===== config.mk =====
export PLATFORM = sky130hd
export DESIGN_NAME = traffic_light_fsm
export DESIGN_NICKNAME = d
export VERILOG_FILES = /design/src/rtl/tl_pkg.sv /design/src/rtl/tick_edge_detect.sv /design/src/rtl/traffic_light_fsm.sv
export SDC_FILE = /design/constraint.sdc
export NUM_CORES = 1
export LEC_CHECK = 0
export ABC_CLOCK_PERIOD_IN_PS = 4400
export CORE_MARGIN = 2
export CORE_UTILIZATION = 30
export CTS_BUF_LIST = sky130_fd_sc_hd__clkbuf_4
export DETAILED_ROUTE_END_ITERATION = 7
export GPL_TIMING_DRIVEN = 0
export HOLD_SLACK_MARGIN = 0.06
export SLEW_MARGIN = 10
export SYNTH_ARGS = -nofsm -noshare
export SYNTH_HDL_FRONTEND = slang
export SYNTH_SLANG_ARGS = --single-unit

===== constraint.sdc =====
create_clock -name clock_in -period 4.4 [get_ports clock_in]
set_input_delay 0.44 -clock clock_in [delete_from_list [all_inputs] [get_ports clock_in]]
set_output_delay 0.44 -clock clock_in [all_outputs]
set_load 0.1 [all_outputs]

===== src/rtl/tl_pkg.sv =====
// Shared types and constants for the traffic light controller.
//   LAMP_*     : lamp encodings {red,yellow,green}, always one-hot
//   tl_state_e : controller state; StWalk exists only when TL_PED_WALK_EN is defined
package tl_pkg;

    localparam logic [2:0] LAMP_RED    = 3'b100;
    localparam logic [2:0] LAMP_YELLOW = 3'b010;
    localparam logic [2:0] LAMP_GREEN  = 3'b001;

    typedef enum logic [2:0] {
        StAGreen  = 3'd0,
        StAYellow = 3'd1,
        StAllRedA = 3'd2,
        StBGreen  = 3'd3,
        StBYellow = 3'd4,
`ifdef TL_PED_WALK_EN
        StAllRedB = 3'd5,
        StWalk    = 3'd6
`else
        StAllRedB = 3'd5
`endif
    } tl_state_e;

endpackage


===== src/rtl/tick_edge_detect.sv =====
// Two-flop synchroniser plus rising-edge detector for the divided tick input.
// The raw input is treated purely as data.
//   clock_in : system clock
//   reset    : asynchronous active-low reset
//   d        : raw asynchronous input
//   pulse    : one-cycle pulse per synchronised 0->1 edge
module tick_edge_detect (
    input  logic clock_in,
    input  logic reset,
    input  logic d,
    output logic pulse
);

    logic sync1_q;
    logic sync2_q;
    logic prev_q;

    always_ff @(posedge clock_in or negedge reset) begin
        if (!reset) begin
            sync1_q <= 1'b0;
            sync2_q <= 1'b0;
            prev_q  <= 1'b0;
        end else begin
            sync1_q <= d;
            sync2_q <= sync1_q;
            prev_q  <= sync2_q;
        end
    end

    assign pulse = sync2_q & ~prev_q;

endmodule


===== src/rtl/traffic_light_fsm.sv =====
// Two-road traffic light controller; road A is the main road and keeps green
// until road B has a car waiting. Phase lengths are counted in tick pulses.
// Optional pedestrian walk phase enabled by defining TL_PED_WALK_EN.
//   clock_in : system clock
//   reset    : asynchronous active-low reset
//   tick_in  : asynchronous divided square wave, one tick per rising edge
//   sa, sb   : car-present sensors, road A / road B (sa is unused)
//   ped_req  : pedestrian button (ignored unless TL_PED_WALK_EN)
//   la, lb   : road lamps {red,yellow,green}
//   walk     : pedestrian walk lamp
module traffic_light_fsm
    import tl_pkg::*;
#(
    parameter int unsigned GREEN_TICKS  = 5,
    parameter int unsigned YELLOW_TICKS = 2,
    parameter int unsigned ALLRED_TICKS = 1,
    parameter int unsigned WALK_TICKS   = 4
) (
    input  logic       clock_in,
    input  logic       reset,
    input  logic       tick_in,
    input  logic       sa,
    input  logic       sb,
    input  logic       ped_req,
    output logic [2:0] la,
    output logic [2:0] lb,
    output logic       walk
);

    localparam logic [7:0] G_LAST  = 8'(GREEN_TICKS - 1);
    localparam logic [7:0] Y_LAST  = 8'(YELLOW_TICKS - 1);
    localparam logic [7:0] AR_LAST = 8'(ALLRED_TICKS - 1);
    localparam logic [7:0] W_LAST  = 8'(WALK_TICKS - 1);

    logic       tick;
    tl_state_e  state_q, state_d;
    logic [7:0] timer_q, timer_d;
    logic [7:0] phase_last;
    logic       expired;

    // Road A has priority; its sensor carries no information for the FSM.
    logic unused_sa;
    assign unused_sa = sa;

    tick_edge_detect u_tick_edge_detect (
        .clock_in (clock_in),
        .reset    (reset),
        .d        (tick_in),
        .pulse    (tick)
    );

    function automatic logic [2:0] lamp_a(input tl_state_e s);
        case (s)
            StAGreen:  return LAMP_GREEN;
            StAYellow: return LAMP_YELLOW;
            default:   return LAMP_RED;
        endcase
    endfunction

    function automatic logic [2:0] lamp_b(input tl_state_e s);
        case (s)
            StBGreen:  return LAMP_GREEN;
            StBYellow: return LAMP_YELLOW;
            default:   return LAMP_RED;
        endcase
    endfunction

`ifdef TL_PED_WALK_EN
    logic ped_pending_q, ped_pending_d;
    logic next_green_q, next_green_d;   // 1: resume with B_GREEN after walk
    logic walk_q;
    assign walk = walk_q;
`else
    logic       unused_ped_req;
    logic [7:0] unused_w_last;
    assign unused_ped_req = ped_req;
    assign unused_w_last  = W_LAST;
    assign walk           = 1'b0;
`endif

    always_comb begin
        case (state_q)
            StAGreen, StBGreen:   phase_last = G_LAST;
            StAYellow, StBYellow: phase_last = Y_LAST;
`ifdef TL_PED_WALK_EN
            StWalk:               phase_last = W_LAST;
`endif
            default:              phase_last = AR_LAST;
        endcase

        expired = tick && (timer_q == phase_last);
        state_d = state_q;
        timer_d = tick ? timer_q + 8'd1 : timer_q;
`ifdef TL_PED_WALK_EN
        next_green_d = next_green_q;
`endif

        case (state_q)
            StAGreen: begin
                if (expired) begin
                    if (sb) state_d = StAYellow;
                    else    timer_d = timer_q;   // saturate, wait for a B car
                end
            end
            StAYellow: if (expired) state_d = StAllRedA;
            StAllRedA: begin
                if (expired) begin
                    state_d = StBGreen;
`ifdef TL_PED_WALK_EN
                    if (ped_pending_q) begin
                        state_d      = StWalk;
                        next_green_d = 1'b1;
                    end
`endif
                end
            end
            // B releases early once it has had at least one tick and is empty.
            StBGreen: begin
                if (expired || (tick && timer_q != 8'd0 && !sb)) state_d = StBYellow;
            end
            StBYellow: if (expired) state_d = StAllRedB;
            StAllRedB: begin
                if (expired) begin
                    state_d = StAGreen;
`ifdef TL_PED_WALK_EN
                    if (ped_pending_q) begin
                        state_d      = StWalk;
                        next_green_d = 1'b0;
                    end
`endif
                end
            end
`ifdef TL_PED_WALK_EN
            StWalk: if (expired) state_d = next_green_q ? StBGreen : StAGreen;
`endif
            default: state_d = StAllRedB;
        endcase

        if (state_d != state_q) timer_d = 8'd0;

`ifdef TL_PED_WALK_EN
        // A request in the entry cycle survives the clear.
        ped_pending_d = ped_pending_q | ped_req;
        if (state_d == StWalk && state_q != StWalk) ped_pending_d = ped_req;
`endif
    end

    // Lamps are registered from the next state so they always match state_q.
    always_ff @(posedge clock_in or negedge reset) begin
        if (!reset) begin
            state_q <= StAllRedB;
            timer_q <= 8'd0;
            la      <= LAMP_RED;
            lb      <= LAMP_RED;
`ifdef TL_PED_WALK_EN
            ped_pending_q <= 1'b0;
            next_green_q  <= 1'b0;
            walk_q        <= 1'b0;
`endif
        end else begin
            state_q <= state_d;
            timer_q <= timer_d;
            la      <= lamp_a(state_d);
            lb      <= lamp_b(state_d);
`ifdef TL_PED_WALK_EN
            ped_pending_q <= ped_pending_d;
            next_green_q  <= next_green_d;
            walk_q        <= (state_d == StWalk);
`endif
        end
    end

endmodule


=== Yosys cells after proc, flatten, opt, wreduce, memory -nomap -nowiden ===
Index checks and enable logic that the tools add are counted.

* Output and inout port bits: 7
* Input port bits: 6
* Register bits after elaboration: 20
* Logic and storage cells: 47

* Multiplexer cells: 16
* Equal/unequal tests: 11
* Bitwise logic cells: 2
* Add/sub/neg operators: 1
* Reductions and logical operators: 10

{| class="wikitable"
|+ Operators with widths
! kind !! number
|-
| $mux W8 || 5
|-
| $mux W3 || 7
|-
| $pmux W3 S2 || 3
|-
| $pmux W3 S6 || 1
|-
| $eq A3 B2 Y1 const B || 3
|-
| $eq A3 B3 Y1 const B || 3
|-
| $add A8 B1 Y8 const B || 1
|-
| $eq A8 B8 Y1 || 1
|-
| $reduce_bool A8 Y1 || 1
|-
| $eq A3 B1 Y1 const B || 2
|-
| $logic_not A3 Y1 || 2
|-
| $ne A4 B4 Y1 const B || 1
|-
| $reduce_or A2 Y1 || 2
|-
| $logic_and A1 B1 Y1 || 3
|-
| $ne A3 B3 Y1 || 1
|-
| $and A1 B1 Y1 || 1
|-
| $logic_not A1 Y1 || 1
|-
| $logic_or A1 B1 Y1 || 1
|-
| $not A1 Y1 || 1
|}

=== Logic depth before layout (Yosys ltp) ===
Gate-level depths: netlist (run 1).

* Depth after elaboration: 10
* Depth in mapped cells: 8
* Mapped depth without buffers: 7

=== Hierarchy ===
A second synthesis (run 1) with hierarchy kept.

* Cell total of the unflattened synthesis: 122
* Area, all modules: 1243.7 um^2

{| class="wikitable"
|+ Modules (own cells, without submodules)
! module !! cells an instance !! area an instance (um^2) !! times used !! sequential area each (um^2)
|-
| traffic_light_fsm || 118 || 1154.9 || 1 || 430.4
|-
| tick_edge_detect || 4 || 88.8 || 1 || 75.1
|}

=== Worst setup path before layout (run 1) ===
OpenSTA, ideal clock, no wires.

* Path kind: register to register
* Start: reg timer_q[0]
* End: reg lb[0]
* Arrival time: 1.824 ns
* Buffers on the path: 1
* Slack: 2.495 ns
* Data required time: 4.319 ns
* Cell stages (with the launch flop): 9
* Period minus slack after synthesis: 1.905 ns
* Cells stage by stage: dfrtp_1 > clkbuf_1 > inv_1 > ha_1 > or4b_1 > o211ai_2 > nand2_1 > mux2_2 > nor3_2

* Word-level cells in the longest chain between the ends: 8

{| class="wikitable"
|+ Ends and longest elaborated chain
! item !! RTL line !! text
|-
| start: declaration || traffic_light_fsm.sv:37 || <nowiki>logic [7:0] timer_q, timer_d;</nowiki>
|-
| start signal: assignment || traffic_light_fsm.sv:162 || <nowiki>timer_q <= timer_d;</nowiki>
|-
| $reduce_bool A8 Y1 || traffic_light_fsm.sv:119 || <nowiki>if (expired || (tick && timer_q != 8'd0 && !sb)) state_d = StBYellow;</nowiki>
|-
| $logic_and A1 B1 Y1 (2 in a row) || traffic_light_fsm.sv:119 ||
|-
| $logic_or A1 B1 Y1 || traffic_light_fsm.sv:119 ||
|-
| $mux W3 || traffic_light_fsm.sv:119 ||
|-
| $pmux W3 S6 (*) || traffic_light_fsm.sv:98 || <nowiki>case (state_q)</nowiki>
|-
| $eq A3 B3 Y1 or $eq A3 B2 Y1 (tied branches) || traffic_light_fsm.sv:61 || <nowiki>case (s)</nowiki>
|-
| $pmux W3 S2 (*) || traffic_light_fsm.sv:61 ||
|-
| end signal: assignment || traffic_light_fsm.sv:164 || <nowiki>lb <= lamp_b(state_d);</nowiki>
|-
| end: declaration || traffic_light_fsm.sv:26 || <nowiki>output logic [2:0] lb,</nowiki>
|}

Mark *: on every way between the ends. The rest lies on a longest branch, timed or not.
A chain may end at the register's enable or synchronous reset.

=== Worst setup path after layout (run 1) ===
* Start: reg lb[2]
* End: out lb[2]

No word-level cell between the ends.

==> qor.csv, run 1 <==
stage;metric;value;unit
power;Logic pwr share;57.6;%
drt;Detailed Route WL;2259;um
min_path;min-delay src;u_tick_edge_detect.sync1_q;
worst_setup_path;kind of critical path;reg -> out;
cts;clk sinks;20;
timing;Fin. Hold Viols;0;
grt;initial antenna violation count;0;
placed_design;gpl congestion;0.7862;
worst_setup_path;CP Cell Sequence;clkdlybuf4s50_1;
logic_synthesis;FFs w/ async S/R, synth;100.0;%
grt;number of global-route vias before repair;891;
timing;Slew Viols, Final;0;
power;Reg power frac;31.6;%
worst_setup_path;Worst setup EP type;output port;
power;Leak;0.5675;nW
logic_synthesis;register area share after synthesis;45.24;%
die;Starting Density;30.75;%
die;core area;3633;sq um
worst_setup_path;Max stage delay on crit path;1120;ps
cells_and_area;most frequent cells in the layout;16 x dfrtp_1, 13 x nor2_1, 12 x nand2_1;
timing;worst hold slack;360.8;ps
drt;Vias;909;
worst_setup_path;reg2reg start;timer_q[0];
cells_and_area;fin nets;140;
die;die width;65.03;um
timing;slew of the pin with the lowest slew margin;959.3;ps
logic_synthesis;mapped cell area;1117;sq um
cells_and_area;Synth-to-Final Area Change;16.12;%
drt;DRC;0;
logic_synthesis;Syn Inst Count;118;
grt;global-route wire length before repair;4036;um
cells_and_area;commonest non-fill, non-tap cell in the layout;dfrtp_1;
cts;Post-CTS Hold Buffers;0;
run;# Max-Cap Violations;0;
drt;first-pass detailed-route iteration total;4;
logic_synthesis;Synth Flop Type;dfrtp_1;
worst_setup_path;Reg2Reg Depth;7;
min_path;Hold Path Class;reg -> reg;
worst_setup_path;Worst R2R End;state_q[1];
power;P per Cell Area;691.2;nW/um^2
placed_design;Inst Count DP;175;
cells_and_area;Finished Layout Cells;179;
worst_setup_path;Crit Path Max Fanout;1;
drt;DR vias/cell;5.078;
cts;worst skew pair latency;300;ps
grt;grt ovf;0;
min_path;WHS Path Cells;0;
logic_synthesis;#FFs+latches synth;20;
cts;Reg clk slew, reported paths;110;ps
worst_setup_path;CP delay by family, top;buffers and inverters;
placed_design;Detail Placement HPWL;1634;um
worst_setup_path;r2r setup slk;2180;ps
logic_synthesis;mean post-synth cell area;9.469;sq um
logic_synthesis;distinct cell type count after synthesis;38;
cts;Post-CTS Repair Setup Buffers;0;
cells_and_area;share of layout cells above drive strength 1;12.21;%
timing;FMAX;419.3;MHz
timing;Tcrit/Tclk final;54.21;%
drt;First DRT Iteration DRCs;29;
die;I/O pin total;13;
die;FP Rows;22;
run_status;outcome;finished, final reports clean;
logic_synthesis;YS warnings;0;
timing;Clock Skew;1.026;ps
cts;CTS Buf Count;3;
worst_setup_path;Worst Path Arrival;1950;ps
cts;CTS tree;built;
timing;setup TNS;0;ps
power;Sw Ratio;50.18;%
placed_design;I/O Buffers;9;
timing;RSZ-0062 raised after global routing;no;
drt;DR WL/cell;12.62;um
worst_setup_path;nature of the critical path startpoint;register;
cts;H-tree Lvls;1;
worst_setup_path;critical path's slowest cell;clkdlybuf4s50_1;
die;Die Area;4228;sq um
cells_and_area;Util after Layout;35.71;%
logic_synthesis;syn_nets;126;
cts;CTS resizes;0;
cts;Max clock buf depth;2;
logic_synthesis;number of enable flip-flop cells after synthesis;0;
grt;GRT Resource Usage Total;12.34;%
min_path;Hold Path Sink;u_tick_edge_detect.sync2_q;
die;Die Span Y;65.03;um
drt;antenna-violating nets left;0;
timing;Tmin final;2385;ps
worst_setup_path;CP Buf/Inv Count;1;
power;Int Pwr;0.4467;mW
power;NetSw;0.4501;mW
grt;largest net degree at the start of global routing;21;
power;total design power;0.8968;mW
worst_setup_path;Worst EP required;3960;ps
cells_and_area;# diodes;0;
cts;CTS Root Cell;clkbuf_4;
timing;final setup fails;0;
power;VDD IR-drop max;0.3276;mV
power;clock network power share;10.7;%
timing;relative slew slack;35.84;%
-- routing by layer --
metal / GRT usage [%] / vias to the layer above / routed length (um)
li1: - / 444 / -
met1: 15.62 / 440 / 1061
met5: 0 / - / 0
met3: 4.167 / 2 / 117
met2: 20.23 / 23 / 1058
met4: 3.125 / 0 / 21
-- cell usage after synthesis (2+ instances only) --
| library cell | count | area [sq um] |
|---|---|---|
| nor2_1 | 13 | 48.80 |
| ha_1 | 2 | 25.02 |
| nand3_1 | 4 | 20.02 |
| a21oi_1 | 3 | 15.01 |
| o21ai_0 | 6 | 30.03 |
| o211ai_1 | 2 | 15.01 |
| nand2_1 | 12 | 45.04 |
| xnor2_1 | 4 | 35.03 |
| mux2i_1 | 2 | 20.02 |
| and3_1 | 4 | 25.02 |
| nor4b_1 | 2 | 17.52 |
| dfstp_2 | 4 | 105.1 |
| nor3_1 | 5 | 25.02 |
| clkbuf_1 | 4 | 15.01 |
| buf_4 | 3 | 22.52 |
| dfrtp_1 | 16 | 400.4 |
| o41ai_1 | 3 | 26.28 |
| xor2_1 | 4 | 35.03 |
| inv_1 | 6 | 22.52 |
-- cell families (layout without fill, tap and decap cells) --
family / count (synthesis) / after routing / share of synthesized area [%]
AO/OA/AOI/OAI: 21 / 21 / 14.11
XOR/XNOR: 8 / 8 / 6.270
adder cells (fa/ha/maj): 2 / 2 / 2.239
buffers and inverters: 13 / 26 / 5.374
flip-flops: 20 / 20 / 45.24
multiplexers: 3 / 3 / 2.800
other: 1 / 1 / 0.3356
AND/OR/NAND/NOR: 50 / 50 / 23.63
-- worst max-delay path by stage --
stage | slack (ps) | from | endpoint | cells past startpoint
floorplan | 2500 | timer_q[0] | lb[0] | 8
CTS | 1990 | lb[2] | lb[2] | 1
global route | 1940 | la[2] | la[2] | 1
finish | 2010 | lb[2] | lb[2] | 1
global placement | 2230 | timer_q[0] | state_q[1] | 7
detailed placement | 2230 | timer_q[0] | state_q[1] | 7
-- state kept, by name (all words and copies together), names as in the netlist --
name and cells:
u_tick_edge_detect.sync1_q 1, timer_q 8, u_tick_edge_detect.prev_q 1, u_tick_edge_detect.sync2_q 1, state_q 3, la 3
lb 3
-- layout make-up --
cell class	instances	area (sq um)
Inverter	6	22.52
Clock buffer	4	30.03
Tap cell	48	60.06
Timing Repair Buffer	9	90.09
Fill cell	387	2336
Buffer	7	37.54
Multi-Input combinational cell	85	551.8
Sequential cell	20	505.5
-- metrics by stage --
stage / cell area [sq um] / worst slack [ps]
after global placement: 1267 / 2229
after floorplan: 1117 / 2495
final: 1297 / 2015
after detailed placement: 1267 / 2227
after global routing: 1297 / 1944
after CTS: 1297 / 1991
-- power by group through the flow --
stage               Sequential (mW)  Clock, mW  Combinational [mW]
floorplan                     0.425          0               0.267
global placement              0.287          0               0.510
detailed placement            0.288          0               0.514
CTS                           0.284      0.103               0.518
global route                  0.290      0.111               0.569
finish                        0.284     0.0961               0.517
(Power assumes the default switching activity.)
==> run 2: changes to the inputs <==
--- a/config.mk
+++ b/config.mk
@@ -5,7 +5,7 @@
 export SDC_FILE = /design/constraint.sdc
 export NUM_CORES = 1
 export LEC_CHECK = 0
-export ABC_CLOCK_PERIOD_IN_PS = 4400
+export ABC_CLOCK_PERIOD_IN_PS = 2490
 export CORE_MARGIN = 2
 export CORE_UTILIZATION = 30
 export CTS_BUF_LIST = sky130_fd_sc_hd__clkbuf_4
==> constraint.sdc (replaced) <==
create_clock -name clock_in -period 2.49 [get_ports clock_in]
set_input_delay 0.249 -clock clock_in [delete_from_list [all_inputs] [get_ports clock_in]]
set_output_delay 0.249 -clock clock_in [all_outputs]
set_load 0.1 [all_outputs]
==> results of run 2 <==
Same layout as run 1 (identical final DEF). Status: finished, final reports clean.
Main changes from that run: setup slack after placement 2227 ps -> 317.5 ps; setup slack after layout 2015 ps -> 274.8 ps; start point of the critical path lb[2] -> timer_q[0]; end point of the critical path lb[2] -> state_q[1]; register-to-register setup slack 2180 ps -> 270 ps; total power 0.8968 mW -> 1.585 mW; worst IR drop on VDD 0.3276 mV -> 0.5788 mV
==> run 3: changes to the inputs <==
--- a/config.mk
+++ b/config.mk
@@ -5,6 +5,7 @@
 export SDC_FILE = /design/constraint.sdc
 export NUM_CORES = 1
 export LEC_CHECK = 0
+export ABC_AREA = 1
 export ABC_CLOCK_PERIOD_IN_PS = 2490
 export CORE_MARGIN = 2
 export CORE_UTILIZATION = 30
==> run 3 against run 2 <==
Net effect: via count up 11%; clock skew up 1.6 ps; synthesized cell count up 31%; fmax up 0.39%; wire length up 5.4%; critical endpoint is now lb[2].
==> qor.csv, run 3 <==
stage;metric;value;unit;change
run_status;outcome;finished, final reports clean;;unchanged
grt;largest net degree at the start of global routing;21;;unchanged
die;I/O pin total;13;;unchanged
run;# Max-Cap Violations;0;;unchanged
timing;setup TNS;0;ps;unchanged
cts;clk sinks;20;;unchanged
worst_setup_path;nature of the critical path startpoint;register;;unchanged
grt;met1 usage;17.31;%;was 15.62%
timing;slew of the pin with the lowest slew margin;973.8;ps;was 959.3 ps
grt;number of global-route vias before repair;934;;was 891
logic_synthesis;FFs w/ async S/R, synth;100.0;%;unchanged
power;clock network power share;16.2;%;was 10.7%
cells_and_area;Storage cell area;505.5;sq um;unchanged
power;Sw Ratio;50.92;%;was 50.18%
cells_and_area;area of the multi-input gates;600.6;sq um;was 551.8 sq um
cells_and_area;# diodes;0;;unchanged
logic_synthesis;mapped cell area;1192;sq um;was 1117 sq um
grt;GRT Max-Usage Layer;met2;;unchanged
drt;first-pass detailed-route iteration total;4;;unchanged
cells_and_area;max reg flops;8;;unchanged
cells_and_area;commonest non-fill, non-tap cell in the layout;nand2_1;;was dfrtp_1
power;P per Cell Area;1179;nW/um^2;was 1221 nW/um^2
timing;Tmin final;2207;ps;was 2215 ps
worst_setup_path;Worst Path Arrival;1960;ps;was 2420 ps
worst_setup_path;Max stage delay on crit path;1120;ps;was 470 ps
power;total design power;1.644;mW;was 1.585 mW
cts;CTS tree;built;;unchanged
cts;CTS resizes;0;;unchanged
timing;Tcrit/Tclk final;88.62;%;was 88.96%
grt;initial antenna violation count;0;;unchanged
logic_synthesis;number of enable flip-flop cells after synthesis;0;;unchanged
power;VDD IR-drop max;0.4561;mV;was 0.5788 mV
placed_design;I/O Buffers;9;;unchanged
worst_setup_path;Crit Path Max Fanout;1;;was 10
cells_and_area;fin nets;176;;was 140
placed_design;Detail Placement HPWL;1832;um;was 1634 um
logic_synthesis;mean post-synth cell area;7.743;sq um;was 9.469 sq um
logic_synthesis;register area share after synthesis;42.39;%;was 45.24%
cts;Post-CTS Repair Setup Buffers;0;;unchanged
worst_setup_path;critical path's slowest cell;clkdlybuf4s50_1;;was or4b_1
drt;First DRT Iteration DRCs;27;;was 29
die;Die Area;4495;sq um;was 4228 sq um
logic_synthesis;Synth Flop Type;dfrtp_1;;unchanged
cts;CTS Root Cell;clkbuf_4;;unchanged
die;die width;67.05;um;was 65.03 um
cells_and_area;Synth-to-Final Area Change;17.00;%;was 16.12%
timing;Slew Viols, Final;0;;unchanged
cells_and_area;fillcell total;420;;was 387
power;Int Pwr;0.8070;mW;was 0.7894 mW
power;NetSw;0.8373;mW;was 0.7953 mW
worst_setup_path;kind of critical path;reg -> out;;was reg -> reg
logic_synthesis;distinct cell type count after synthesis;23;;was 38
logic_synthesis;Syn Inst Count;154;;was 118
placed_design;gpl congestion;0.8830;;was 0.7862
drt;DR vias/cell;4.693;;was 5.078
logic_synthesis;Synth top cells by count;29 x nand2_1, 25 x nor2_1, 18 x inv_1;;was 16 x dfrtp_1, 13 x nor2_1, 12 x nand2_1
logic_synthesis;Synth area leader;dfrtp_1;;unchanged
worst_setup_path;Worst EP required;2240;ps;was 2690 ps
cts;H-tree Lvls;1;;unchanged
cts;CTS Buf Count;3;;unchanged
cells_and_area;most frequent cells in the layout;29 x nand2_1, 25 x nor2_1, 18 x inv_1;;was 16 x dfrtp_1, 13 x nor2_1, 12 x nand2_1
cts;worst skew pair latency;300;ps;about the same
timing;Fin. Hold Viols;0;;unchanged
cts;Post-CTS Hold Buffers;0;;unchanged
drt;Vias;1009;;was 909
timing;FMAX;453.2;MHz;was 451.4 MHz
drt;DRC;0;;unchanged
grt;grt ovf;0;;unchanged
drt;DR WL/cell;11.07;um;was 12.62 um
timing;relative slew slack;34.88;%;was 35.84%
cts;Reg clk slew, reported paths;110;ps;about the same
cells_and_area;share of layout cells above drive strength 1;17.96;%;was 12.21%
worst_setup_path;Worst setup EP type;output port;;was register
drt;antenna-violating nets left;0;;unchanged
worst_setup_path;CP Cell Sequence;clkdlybuf4s50_1;;was clkbuf_1, inv_1, ha_1, or4b_1, o21ai_0, o21ai_0, a221oi_1
grt;global-route wire length before repair;4209;um;was 4036 um
logic_synthesis;syn_nets;162;;was 126
die;core area;3744;sq um;was 3633 sq um
timing;Clock Skew;2.645;ps;was 1.026 ps
logic_synthesis;count leader, synth;nand2_1;;was dfrtp_1
worst_setup_path;CP Buf/Inv Count;1;;was 2
logic_synthesis;#FFs+latches synth;20;;unchanged
grt;met2 usage;18.56;%;was 20.23%
drt;Detailed Route WL;2381;um;was 2259 um
logic_synthesis;Synth area leaders;dfrtp_1 34%, nand2_1 9.1%, dfstp_2 8.8%;;was dfrtp_1 36%, dfstp_2 9.4%, nor2_1 4.4%
min_path;Hold Path Class;reg -> reg;;unchanged
power;Reg power frac;28.5;%;was 31.6%
power;Logic pwr share;55.3;%;was 57.6%
grt;GRT Resource Usage Total;12.36;%;was 12.34%
worst_setup_path;CP delay by family, top;buffers and inverters;;was compound AO/OA/AOI/OAI gates
timing;RSZ-0062 raised after global routing;no;;unchanged
logic_synthesis;Synth top area share;33.58;%;was 35.83%
cts;Max clock buf depth;2;;unchanged
die;FP Rows;22;;unchanged
power;Leak;0.6664;nW;was 0.5675 nW
logic_synthesis;YS warnings;0;;unchanged
grt;met3 Use GR;2.027;%;was 4.167%
die;Die Span Y;67.05;um;was 65.03 um
die;Starting Density;31.85;%;was 30.75%
cells_and_area;Reg with most FFs;timer_q;;unchanged
timing;final setup fails;0;;unchanged
[run 3: through the flow]
| stage | setup WS [ps] | util, % | hold slack (ps) | cells | area (sq um) |
|---|---|---|---|---|---|
| finish | 283.5 | 37.27 | 362.0 | 215 | 1395 |
| detailed placement | 605.5 | 35.86 | 338.9 | 211 | 1343 |
| global placement | 610.9 | 35.86 | 345.0 | 211 | 1343 |
| floorplan | 871.2 | - | -46.59 | 154 | 1192 |
| global route | 215.6 | 37.27 | 344.0 | 215 | 1395 |
| CTS | 257.7 | 37.27 | 356.6 | 215 | 1395 |
[run 3: cells by family (layout without fill, tap and decap cells)]
logic type	Yosys count	count (layout)	synth area share, %
and+or+nand+nor	95	95	39.87
other	1	1	0.3145
buffers and inverters	22	35	7.240
DFF	20	20	42.39
adders and majority gates	2	2	2.098
xor gates and xnor gates	5	5	3.672
AOI/OAI and AO/OA	9	9	4.407
[run 3: path summary, 6_finish.rpt]
path / from / endpoint / slack [ps] / depth (start not counted)
min in group asynchronous: reset / timer_q[2] / 420 / 1
max: lb[2] / lb[2] / 280 / 1
min reg2reg: u_tick_edge_detect.sync1_q / u_tick_edge_detect.sync2_q / 360 / 0
max in group asynchronous: reset / la[1] / 1560 / 1
max reg2reg: state_q[0] / timer_q[6] / 560 / 11
min: u_tick_edge_detect.sync1_q / u_tick_edge_detect.sync2_q / 360 / 0
[run 3: final cells by class]
type                       count  share of cell area (%)
tap                           48                   4.305
clock buffer                   3                   1.614
inverter                      21                   5.650
multi-input combinational    112                   43.05
buffer                         1                  0.5381
sequential                    20                   36.23
clock inverter                 1                   2.152
timing repair buffer           9                   6.457
[run 3: power by group through the flow]
stage	registers [mW]	logic [mW]	clock network (mW)
2_1_floorplan	0.751	0.445	0
3_3_place_gp	0.476	0.909	0
3_5_place_dp	0.477	0.912	0
4_1_cts	0.469	0.914	0.277
5_1_grt	0.484	0.994	0.293
6_report	0.469	0.909	0.266
[run 3: routing by layer]
layer | vias to the layer above | share of wire [%]
met5 | - | 0
met4 | 0 | 0.97
met3 | 2 | 1.6
met2 | 11 | 46
met1 | 480 | 52
li1 | 516 | -
